==> src/rtl/cond_pkg.sv <==
// Shared definitions for the conditional-execution stage: condition codes and
// the bit positions of the NZCV flags within the 4-bit flags vector.
package cond_pkg;

  typedef enum logic [3:0] {
    COND_EQ = 4'b0000,
    COND_NE = 4'b0001,
    COND_CS = 4'b0010,
    COND_CC = 4'b0011,
    COND_MI = 4'b0100,
    COND_PL = 4'b0101,
    COND_VS = 4'b0110,
    COND_VC = 4'b0111,
    COND_HI = 4'b1000,
    COND_LS = 4'b1001,
    COND_GE = 4'b1010,
    COND_LT = 4'b1011,
    COND_GT = 4'b1100,
    COND_LE = 4'b1101,
    COND_AL = 4'b1110,
    COND_NV = 4'b1111
  } cond_t;

  localparam int unsigned FLAG_N = 3;
  localparam int unsigned FLAG_Z = 2;
  localparam int unsigned FLAG_C = 1;
  localparam int unsigned FLAG_V = 0;

endpackage

==> src/rtl/condition_check.sv <==
// Combinational 16-way decode of the instruction condition field against the
// stored NZCV flags.
module condition_check
  import cond_pkg::*;
(
  input  logic [3:0] cond,
  input  logic [3:0] flags,
  output logic       cond_ex
);

  logic flag_n;
  logic flag_z;
  logic flag_c;
  logic flag_v;
  logic ge;

  assign flag_n = flags[FLAG_N];
  assign flag_z = flags[FLAG_Z];
  assign flag_c = flags[FLAG_C];
  assign flag_v = flags[FLAG_V];
  assign ge     = (flag_n == flag_v);

  always_comb begin
    cond_ex = 1'b0;
    case (cond_t'(cond))
      COND_EQ: cond_ex = flag_z;
      COND_NE: cond_ex = ~flag_z;
      COND_CS: cond_ex = flag_c;
      COND_CC: cond_ex = ~flag_c;
      COND_MI: cond_ex = flag_n;
      COND_PL: cond_ex = ~flag_n;
      COND_VS: cond_ex = flag_v;
      COND_VC: cond_ex = ~flag_v;
      COND_HI: cond_ex = ~flag_z & flag_c;
      COND_LS: cond_ex = flag_z | ~flag_c;
      COND_GE: cond_ex = ge;
      COND_LT: cond_ex = ~ge;
      COND_GT: cond_ex = ~flag_z & ge;
      COND_LE: cond_ex = flag_z | ~ge;
      COND_AL: cond_ex = 1'b1;
      // NV is unsupported: the instruction becomes a no-op.
      COND_NV: cond_ex = 1'b0;
      default: cond_ex = 1'b0;
    endcase
  end

endmodule

==> src/rtl/conditional_logic.sv <==
// Conditional-execution stage: holds the NZCV flags register in two separately
// enabled halves and gates the decoder's PC, register and memory writes.
module conditional_logic
  import cond_pkg::*;
(
  input  logic       clk,
  input  logic       rst,
  input  logic [3:0] cond,
  input  logic [3:0] alu_flags,
  input  logic [1:0] flag_w,
  input  logic       pcs,
  input  logic       reg_w,
  input  logic       mem_w,
  input  logic       no_write,
  output logic       pc_src,
  output logic       reg_write,
  output logic       mem_write,
  output logic       cond_ex,
  output logic [3:0] flags
);

  logic [1:0] flags_nz;
  logic [1:0] flags_cv;
  logic       nz_we;
  logic       cv_we;

  condition_check u_condition_check (
    .cond    (cond),
    .flags   (flags),
    .cond_ex (cond_ex)
  );

  // cond_ex is computed from the stored flags, so a flag-setting instruction
  // is always judged by the previous instruction's result.
  assign nz_we = flag_w[1] & cond_ex;
  assign cv_we = flag_w[0] & cond_ex;

  always_ff @(posedge clk or negedge rst) begin
    if (!rst) begin
      flags_nz <= 2'b00;
    end else if (nz_we) begin
      flags_nz <= alu_flags[FLAG_N:FLAG_Z];
    end
  end

  always_ff @(posedge clk or negedge rst) begin
    if (!rst) begin
      flags_cv <= 2'b00;
    end else if (cv_we) begin
      flags_cv <= alu_flags[FLAG_C:FLAG_V];
    end
  end

  assign flags     = {flags_nz, flags_cv};
  assign pc_src    = pcs & cond_ex;
  assign reg_write = reg_w & cond_ex & ~no_write;
  assign mem_write = mem_w & cond_ex;

endmodule

==> config.mk <==
export PLATFORM = sky130hd
export DESIGN_NAME = conditional_logic
export DESIGN_NICKNAME = d
export VERILOG_FILES = /design/src/rtl/cond_pkg.sv /design/src/rtl/condition_check.sv /design/src/rtl/conditional_logic.sv
export SDC_FILE = /design/constraint.sdc
export NUM_CORES = 1
export LEC_CHECK = 0
export BUFFER_PORTS_ARGS = -buffer_cell sky130_fd_sc_hd__buf_2
export CAP_MARGIN = 25
export CORE_AREA = 4 4 41 43
export DETAILED_ROUTE_END_ITERATION = 7
export DIE_AREA = 0 0 45 47
export SLEW_MARGIN = 0
export SYNTH_ARGS = -nofsm -noshare
export SYNTH_HDL_FRONTEND = slang
export SYNTH_SLANG_ARGS = --single-unit
==> constraint.sdc <==
create_clock -name clk -period 2.1 [get_ports clk]
set_input_delay 0 -clock clk [delete_from_list [all_inputs] [get_ports clk]]
set_output_delay 0 -clock clk [all_outputs]
set_load 0.03 [all_outputs]
==> impl_metrics.csv <==
group,metric,value,unit
run_status,status,"complete, no violations",
clocking,numCtsBuffers,3,
flow_run,cap_violations,0,
cells_and_area,final_layout_size_suffix_gt1_share,42.9,%
floorplan,dieArea,0.00212,sq mm
sta,hold_viol,0,
floorplan,pin_count,24,
sta,fmax,0.555,GHz
grt,track_usage,10.5,%
clocking,clkTransAtPathRegs,0.04,ns
detailed_routing,totalWireLength,956,um
synthesis,avgSynthCellArea,9.16,sq um
synthesis,synth_warnings,0,
grt,first_global_vias,366,
cells_and_area,final_nets,88,
synthesis,synth_area,375,sq um
pwr,pwr-share-seq,26.0,%
synthesis,yosys.cell_types.count,21,
sta,finClkSkew,0.00259,ns
sta,rsz0062_at_grt,"false",
critical_path,critical_path_class,"flop to output port",
place,place_congestion,0.747,
pwr,p_leak,0.000277,uW
clocking,root_buffer,"clkbuf_4",
pwr,power_density,1140,mW/mm^2
synthesis,synth_ff_type,"dfrtp_1",
synthesis,synth_seq_cells,4,
pwr,peakVddDrop,0.600,mV
grt,grt_pass1_wl,1.56,mm
detailed_routing,drc,0,
pwr,switching_share,48.1,%
synthesis,synth_edf_count,0,
critical_path,critPathMaxFanout,6,
pwr,p_clk_share,14.7,%
synthesis,yosysTopAreaCell,"dfrtp_1",
critical_path,cp-start-kind,"flop",
synthesis,syn_inst,41,
cells_and_area,syn_to_final_growth,50.7,%
critical_path,r2r_setup_slack,0.37,ns
pwr,comb_power_share,59.3,%
sta,slew_headroom,78.2,%
clocking,cts_resized,0,
floorplan,start_util,28.8,%
sta,tightestPinTransition,0.326,ns
min_path,hp-class,"input pin to async pin",
sta,min_period,1.80,ns
detailed_routing,drt_iter0_markers,6,
synthesis,synthTopCellsByArea,"dfrtp_1, mux2_1, xnor2_1",
synthesis,synthTopCellsByCount,"dfrtp_1, mux2_1",
clocking,cts.path.max_buffers,2,
detailed_routing,dr.pass1.iters,4,
synthesis,async_flop_share,100,%
pwr,internal_power,334,uW
critical_path,required,2.10,ns
place,io_buffer_count,23,
sta,hold_ws,0.0978,ns
floorplan,core,0.00130,sq mm
detailed_routing,vias_per_cell,4.99,
grt,overflow,0,
detailed_routing,detail-route-antenna-nets,0,
floorplan,die_h,47,um
cells_and_area,fillers,140,
clocking,cts_num_sinks,4,
sta,finalMaxSlewViolations,0,
floorplan,rows,13,
detailed_routing,via_count,424,
detailed_routing,wire_per_inst,11.2,um
floorplan,die_x,45,um
sta,finalSetupViolations,0,
clocking,tritoncts,"done",
sta,setup_tns,0,ns
sta,fin_crit_sh,85.8,%
clocking,htree_levels,1,
cells_and_area,antennaDiodeCount,0,
grt,grt_max_degree,9,
pwr,power_switching,310,uW
critical_path,crit_arrival,1.80,ns
synthesis,seq_area_frac_synth,26.7,%
synthesis,synthesis.nets,57,
grt,antenna_found_initial,0,
synthesis,synth.top_cell.area_share,26.7,%
clocking,clkLatencyLatePin,0.23,ns
critical_path,crit_path_end_kind,"output port",
-- routing by layer --
layer / GRT usage (%) / part of all wire, %
met3: 3.83 / 7.4
met1: 11.7 / 36
met2: 16.9 / 55
met4: 7.02 / 1.7
met5: 0 / 0
-- power groups by stage --
stage	logic (uW)	clock network (uW)	registers, uW
final	382	94.9	168
after global placement	376	0	170
after floorplan	206	0	239
after CTS	386	98.6	171
after global routing	414	111	180
after detailed placement	377	0	172
-- worst max-delay path: stages (launching register included) --
cell and delay (ns):
dfrtp_1 0.42, a21oi_1 0.17, a21oi_1 0.05, o32a_1 0.33, a31oi_2 0.23, and3b_1 0.17
buf_2 0.19
-- layout by cell type, fill, tap and decap left out --
| cell | instances |
|---|---|
| buf_2 | 23 |
| dlygate4sd3_1 | 5 |
| mux2_1 | 4 |
| dfrtp_1 | 4 |
| nand2_1 | 3 |
| nor2_1 | 3 |
| xnor2_1 | 3 |
| clkbuf_4 | 3 |
| mux2i_1 | 2 |
| nor2b_1 | 2 |
| a21oi_1 | 2 |
| nand3b_1 | 2 |
| and2_1 | 2 |
| a31oi_1 | 2 |
| a22oi_2 | 1 |
| nor2_2 | 1 |
| o32a_1 | 1 |
| o21a_1 | 1 |
| a21o_2 | 1 |
| o21ai_0 | 1 |
| o211ai_1 | 1 |
| inv_1 | 1 |
| a31oi_2 | 1 |
| and3b_1 | 1 |
-- final cells by class --
type                    instances  area [sq um]  share of cell area, %
well taps                      15          18.8                   3.32
flip-flops and latches          4           100                   17.7
clock buffers                   3          22.5                   3.98
repair buffers                 28           165                   29.2
inverters                       1          3.75                  0.664
multi-input cells              34           255                   45.1
-- path summary, 6_finish.rpt --
path | from | end | cells after the start
max | flags_nz[0] | reg_write | 6
min reg2reg | flags_nz[1] | flags_nz[1] | 1
max reg2reg | flags_nz[0] | flags_cv[0] | 5
max in group asynchronous | rst | flags_nz[0] | 2
min in group clk | flag_w[0] | flags_cv[1] | 4
min | rst | flags_cv[0] | 2
-- sequential cells by signal, indices dropped and copies added (netlist names) --
register  cells
flags_cv      2
flags_nz      2
-- through the flow --
step | area, sq um | worst slack, ns | std cells | utilization (%) | total power, uW
floorplan | 382 | 0.163 | 41 | - | 446
global placement | 493 | 0.407 | 77 | 37.9 | 546
detailed placement | 493 | 0.358 | 77 | 37.9 | 549
CTS | 566 | 0.280 | 85 | 43.5 | 655
global route | 566 | 0.138 | 85 | 43.5 | 705
finish | 566 | 0.299 | 85 | 43.5 | 645
-- repair_timing --
item / in CTS / in global routing
hold buffers: 5 / 0
setup endpoints to repair: 0 / 0
setup buffers: 0 / 0
hold endpoints to repair: 8 / 0
-- logic make-up after synthesis --
logic type | Yosys count | synth area share [%]
AO/OA/AOI/OAI | 11 | 21.3
AND/OR/NAND/NOR | 14 | 20.7
multiplexers | 6 | 17.3
buffers and inverters | 3 | 7.00
flip-flops | 4 | 26.7
XOR/XNOR | 3 | 7.00
Note: power is estimated with default switching activity, not from simulation.
